`config.mk`:
```
export PLATFORM = sky130hd
export DESIGN_NAME = fifo_wptr_full
export DESIGN_NICKNAME = d
export VERILOG_FILES = /design/src/rtl/fifo_pkg.sv /design/src/rtl/gray_to_bin.sv /design/src/rtl/fifo_wptr_full.sv
export SDC_FILE = /design/constraint.sdc
export NUM_CORES = 1
export LEC_CHECK = 0
export BUFFER_PORTS_ARGS = -buffer_cell sky130_fd_sc_hd__buf_2
export CAP_MARGIN = 10
export CORE_AREA = 4 4 41 43
export DETAILED_ROUTE_END_ITERATION = 6
export DIE_AREA = 0 0 45 47
export PLACE_DENSITY = 0.68
export SYNTH_ARGS = -nofsm -noshare
export SYNTH_HDL_FRONTEND = slang
export SYNTH_HIERARCHICAL = 1
export SYNTH_SLANG_ARGS = --single-unit
```
`constraint.sdc`:
```
create_clock -name clk -period 1.7 [get_ports clk]
set_input_delay 0.085 -clock clk [delete_from_list [all_inputs] [get_ports clk]]
set_output_delay 0.085 -clock clk [all_outputs]
set_load 0.01 [all_outputs]
```
`src/rtl/fifo_pkg.sv`:
```
// Shared helpers for the async FIFO pointer logic: gray/binary conversion and
// the full-compare used by both the write-side full and read-side empty generators.
package fifo_pkg;

   localparam int unsigned ASIZE_DEFAULT = 4;
   localparam int unsigned DEPTH         = 1 << ASIZE_DEFAULT;

   // Helpers work on a 32-bit carrier; callers zero-extend and truncate to ASIZE+1.
   function automatic logic [31:0] bin2gray(input logic [31:0] bin);
      return bin ^ (bin >> 1);
   endfunction

   function automatic logic [31:0] gray2bin(input logic [31:0] gray);
      logic [31:0] bin;
      bin = gray;
      for (int s = 1; s < 32; s = s * 2) begin
         bin = bin ^ (bin >> s);
      end
      return bin;
   endfunction

   // Full when the write pointer has lapped the read pointer exactly once:
   // top two gray bits inverted, the rest equal.
   function automatic logic ptr_full(input logic [31:0] wgray,
                                     input logic [31:0] rgray,
                                     input int unsigned asize);
      return wgray == (rgray ^ (32'd3 << (asize - 1)));
   endfunction

endpackage

```
`src/rtl/gray_to_bin.sv`:
```
// Combinational gray-to-binary converter: each binary bit is the XOR of all
// gray bits at or above it.
module gray_to_bin #(
   parameter int W = 5
) (
   input  logic [W-1:0] gray_i,
   output logic [W-1:0] bin_o
);

   for (genvar i = 0; i < W; i++) begin : g_bit
      assign bin_o[i] = ^gray_i[W-1:i];
   end

endmodule

```
`src/rtl/fifo_wptr_full.sv`:
```
// Write-side pointer and registered full flag of the async FIFO (gray-pointer source).
// Optional registered almost-full output enabled by macro FIFO_ALMOST_FULL_EN.
module fifo_wptr_full
   import fifo_pkg::*;
#(
   parameter int ASIZE          = 4,
   parameter int ALMOST_FULL_TH = 2
) (
   input  logic             clk,
   input  logic             rst_n,
   input  logic             winc,
   input  logic [ASIZE:0]   wq2_rptr,
   output logic [ASIZE-1:0] waddr,
   output logic [ASIZE:0]   wptr,
   output logic             wfull,
`ifdef FIFO_ALMOST_FULL_EN
   output logic             walmost_full,
`endif
   output logic             wovf
);

   localparam int PW = ASIZE + 1;

   logic [ASIZE:0] wbin_q, wbin_d;
   logic [ASIZE:0] wptr_q, wptr_d;
   logic           wfull_q, wfull_d;
   logic           wovf_q, wovf_d;
   logic           wen;

   // Full is evaluated against the pointer this edge will publish, so the
   // write that fills the last slot raises wfull on its own edge.
   always_comb begin
      wen     = winc & ~wfull_q;
      wbin_d  = wbin_q + PW'(wen);
      wptr_d  = PW'(bin2gray(32'(wbin_d)));
      wfull_d = ptr_full(32'(wptr_d), 32'(wq2_rptr), ASIZE);
      wovf_d  = wovf_q | (winc & wfull_q);
   end

`ifdef FIFO_ALMOST_FULL_EN
   localparam int unsigned FIFO_DEPTH = 1 << ASIZE;

   logic [ASIZE:0] rbin;
   logic [ASIZE:0] occ;
   logic           walmost_full_q, walmost_full_d;

   gray_to_bin #(.W(PW)) u_rptr_g2b (
      .gray_i (wq2_rptr),
      .bin_o  (rbin)
   );

   assign occ            = wbin_d - rbin;
   assign walmost_full_d = (occ >= PW'(FIFO_DEPTH - ALMOST_FULL_TH));
   assign walmost_full   = walmost_full_q;
`else
   logic unused_th;
   assign unused_th = ALMOST_FULL_TH[0];
`endif

   always_ff @(posedge clk or negedge rst_n) begin
      if (!rst_n) begin
         wbin_q         <= '0;
         wptr_q         <= '0;
         wfull_q        <= 1'b0;
         wovf_q         <= 1'b0;
`ifdef FIFO_ALMOST_FULL_EN
         walmost_full_q <= 1'b0;
`endif
      end else begin
         wbin_q         <= wbin_d;
         wptr_q         <= wptr_d;
         wfull_q        <= wfull_d;
         wovf_q         <= wovf_d;
`ifdef FIFO_ALMOST_FULL_EN
         walmost_full_q <= walmost_full_d;
`endif
      end
   end

   assign waddr = wbin_q[ASIZE-1:0];
   assign wptr  = wptr_q;
   assign wfull = wfull_q;
   assign wovf  = wovf_q;

endmodule
```
==> flow_summary.yaml <==
route:
  wl_mm: 1.08
  vias: 403
  drt_iter0_markers: 8
  vias_per_cell: 4.69
  wire_per_inst_um: 12.5
  firstDrtPassIters: 4
  ant_nets: 0
  route.detailed.drc: 0
place:
  gp_congestion: 0.715
  place_hpwl_um: 798
  portBuffers: 18
setup_path:
  r2r_slack_ns: -0.02
  crit_chain: "nor2b_1 > ha_2 > ha_4 > xor2_2 > xnor2_1 > mux2i_1 > nor4_1"
  arrival_ns: 1.90
  cp.depth: 7
  rr_startpoint: "wfull"
  slowest_stage: "dfrtp_1"
  cpPeakStageDelay_ns: 0.39
  worst_ep_required_time_ns: 1.88
  ff2ff_path_depth: 7
  critPathLaunchType: "flop"
  crit_fanout: 5
  setup.worst_path.end_class: "flop"
  critPathBufInv: 0
  path_class: "flop to flop"
  rr_endpoint: "wfull"
  cp_top_family: "adder cells"
pwr:
  power.switching_uw: 656
  pwr-share-comb_pct: 59.6
  swShare_pct: 37.5
  p_int_mw: 1.09
  clock_power_share_pct: 10.4
  power_frac_seq_pct: 30.0
  p_per_area_nw_per_um2: 2300
  power_leakage_nw: 0.375
  ir_drop_mv: 0.975
yosys:
  syn_avg_cell_area_sq_um: 13.2
  yosys_register_bits: 11
  syn_inst: 39
  syn-num-nets: 49
  yosysWarnings: 6
  synth.distinct_cells: 17
  ys_seq_area_share_pct: 53.5
  syn_area_sq_um: 514
cells_and_area:
  area_growth_pct: 47.9
  final_cell_mix: "buf_2 (18), dfrtp_1 (11), buf_4 (8)"
  drive_above_1_share_pct: 53.5
  final_nets: 82
  diodes: 0
  layout_commonest_cell: "buf_2"
sta:
  hold_viol_final: 0
  period_share_pct: 101
  timing.slew.headroom_pct: 82.6
  rsz0062_at_grt: "true"
  final.setup.worst_slack_ns: -0.0214
  fmax_ghz: 0.581
  slew_violations: 0
  period_needed_ns: 1.72
  hold_ws_ns: 0.0390
  tns_ns: -0.0214
  setup_viol: 1
  final.setup_skew_ns: 0.00396
  worst_pin_slew_ns: 0.261
clocking:
  cts_root_buf: "clkbuf_4"
  cts.sinks: 11
  clock_latency_ns: 0.27
  htree_levels: 1
  cts_tree: "done"
  path_clk_slew_ns: 0.08
  clock_path_buffers: 2
  cts_buffers: 3
global_routing:
  busiest_layer: "met2"
  use_met1_pct: 12.5
  use_met3_pct: 3.83
  grt_antenna_before_repair: 0
  gr-total-overflow: 0
  grt_use_met2_pct: 20.9
  track_usage_pct: 11.7
  grt_pass1_wl_mm: 1.71
  grt_max_degree: 12
  grt_pass1_vias: 406
run_status:
  violations: "negative setup slack"
  status: "finished with violations"
die:
  die_h_um: 47
  start_util_pct: 39.5
  rows: 13
  die_width_um: 45
  dieArea_sq_um: 2120
  core_region_area_sq_um: 1300
  io_pins: 19
worst_hold_path:
  holdCritStartpoint: "winc"
  hold_depth: 2
  hold_path_end: "wovf"
  holdCritPathClass: "input pin to flop"
run:
  cap_violations: 0
-- through the flow --
step	power [mW]	instance area (sq um)	std cells	setup WS, ns	util [%]
finish	1.75	761	86	-0.0214	58.5
global route	1.90	761	86	-0.154	58.5
CTS	1.70	736	84	0.00324	56.5
detailed placement	1.41	668	75	-0.0150	51.3
global placement	1.39	668	75	0.0565	51.3
floorplan	1.11	537	39	0.00505	-
-- power by group through the flow --
stage,logic (mW),registers [mW],clock network (mW)
floorplan,0.524,0.588,0
global placement,0.865,0.528,0
detailed placement,0.883,0.529,0
CTS,0.991,0.523,0.186
global route,1.15,0.545,0.202
finish,1.04,0.525,0.182
-- kinds of logic after synthesis --
| family | synth area share [%] |
|---|---|
| simple gates | 8.03 |
| xor+xnor | 25.3 |
| fa+ha+maj | 4.87 |
| compound gates | 6.33 |
| mux | 1.95 |
| flops | 53.5 |
-- metal layers --
metal / routed length, um / up-vias
met5: 0 / -
met4: 6 / 0
met3: 87 / 2
met2: 555 / 19
met1: 429 / 187
li1: - / 195
-- final cells by class --
| cell class | count | area [sq um] |
|---|---|---|
| Sequential cell | 11 | 275 |
| Clock inverter | 1 | 5.00 |
| Fill cell | 121 | 541 |
| Tap cell | 15 | 18.8 |
| Timing Repair Buffer | 28 | 171 |
| Multi-Input combinational cell | 28 | 268 |
| Clock buffer | 3 | 22.5 |
-- repair_timing --
| action | in CTS | in global routing |
|---|---|---|
| pin swaps | 5 | 5 |
| hold endpoints to repair | 11 | 0 |
| setup buffers | 4 | 2 |
| hold buffers | 1 | 0 |
| gates resized for setup | 0 | 2 |
| setup endpoints to repair | 1 | 2 |
-- state kept, by name, summed over array words and instances (netlist names) --
signal	flops
wbin_q	5
wfull	1
wovf	1
wptr	4
-- worst reg2reg max path: stages, from the launching register on --
cell,delay (ns)
dfrtp_1,0.39
nor2b_1,0.16
ha_2,0.24
ha_4,0.18
xor2_2,0.17
xnor2_1,0.16
mux2i_1,0.09
nor4_1,0.24
-- synthesized netlist by cell type, drive strengths merged --
cell type / count / area share (%)
nor4: 1 / 1.2
nor2: 1 / 0.73
dfrtp: 11 / 54
nor2b: 1 / 1.2
o22ai: 1 / 1.2
xnor2: 8 / 15
nand3: 1 / 0.97
mux2i: 1 / 1.9
a21boi: 2 / 3.7
a21o: 1 / 1.5
and2: 1 / 1.2
xor2: 6 / 10
ha: 2 / 4.9
nand4: 1 / 1.2
and3: 1 / 1.5
-- worst max-delay path by stage --
stage | from | to | slack [ns]
2_1_floorplan | wfull | wfull | 0.005
3_3_place_gp | wfull | wfull | 0.06
3_5_place_dp | wfull | wfull | -0.02
4_1_cts | wfull | wfull | 0.003
5_1_grt | wfull | wfull | -0.15
6_report | wfull | wfull | -0.02
Note: power is estimated with default switching activity, not from simulation.
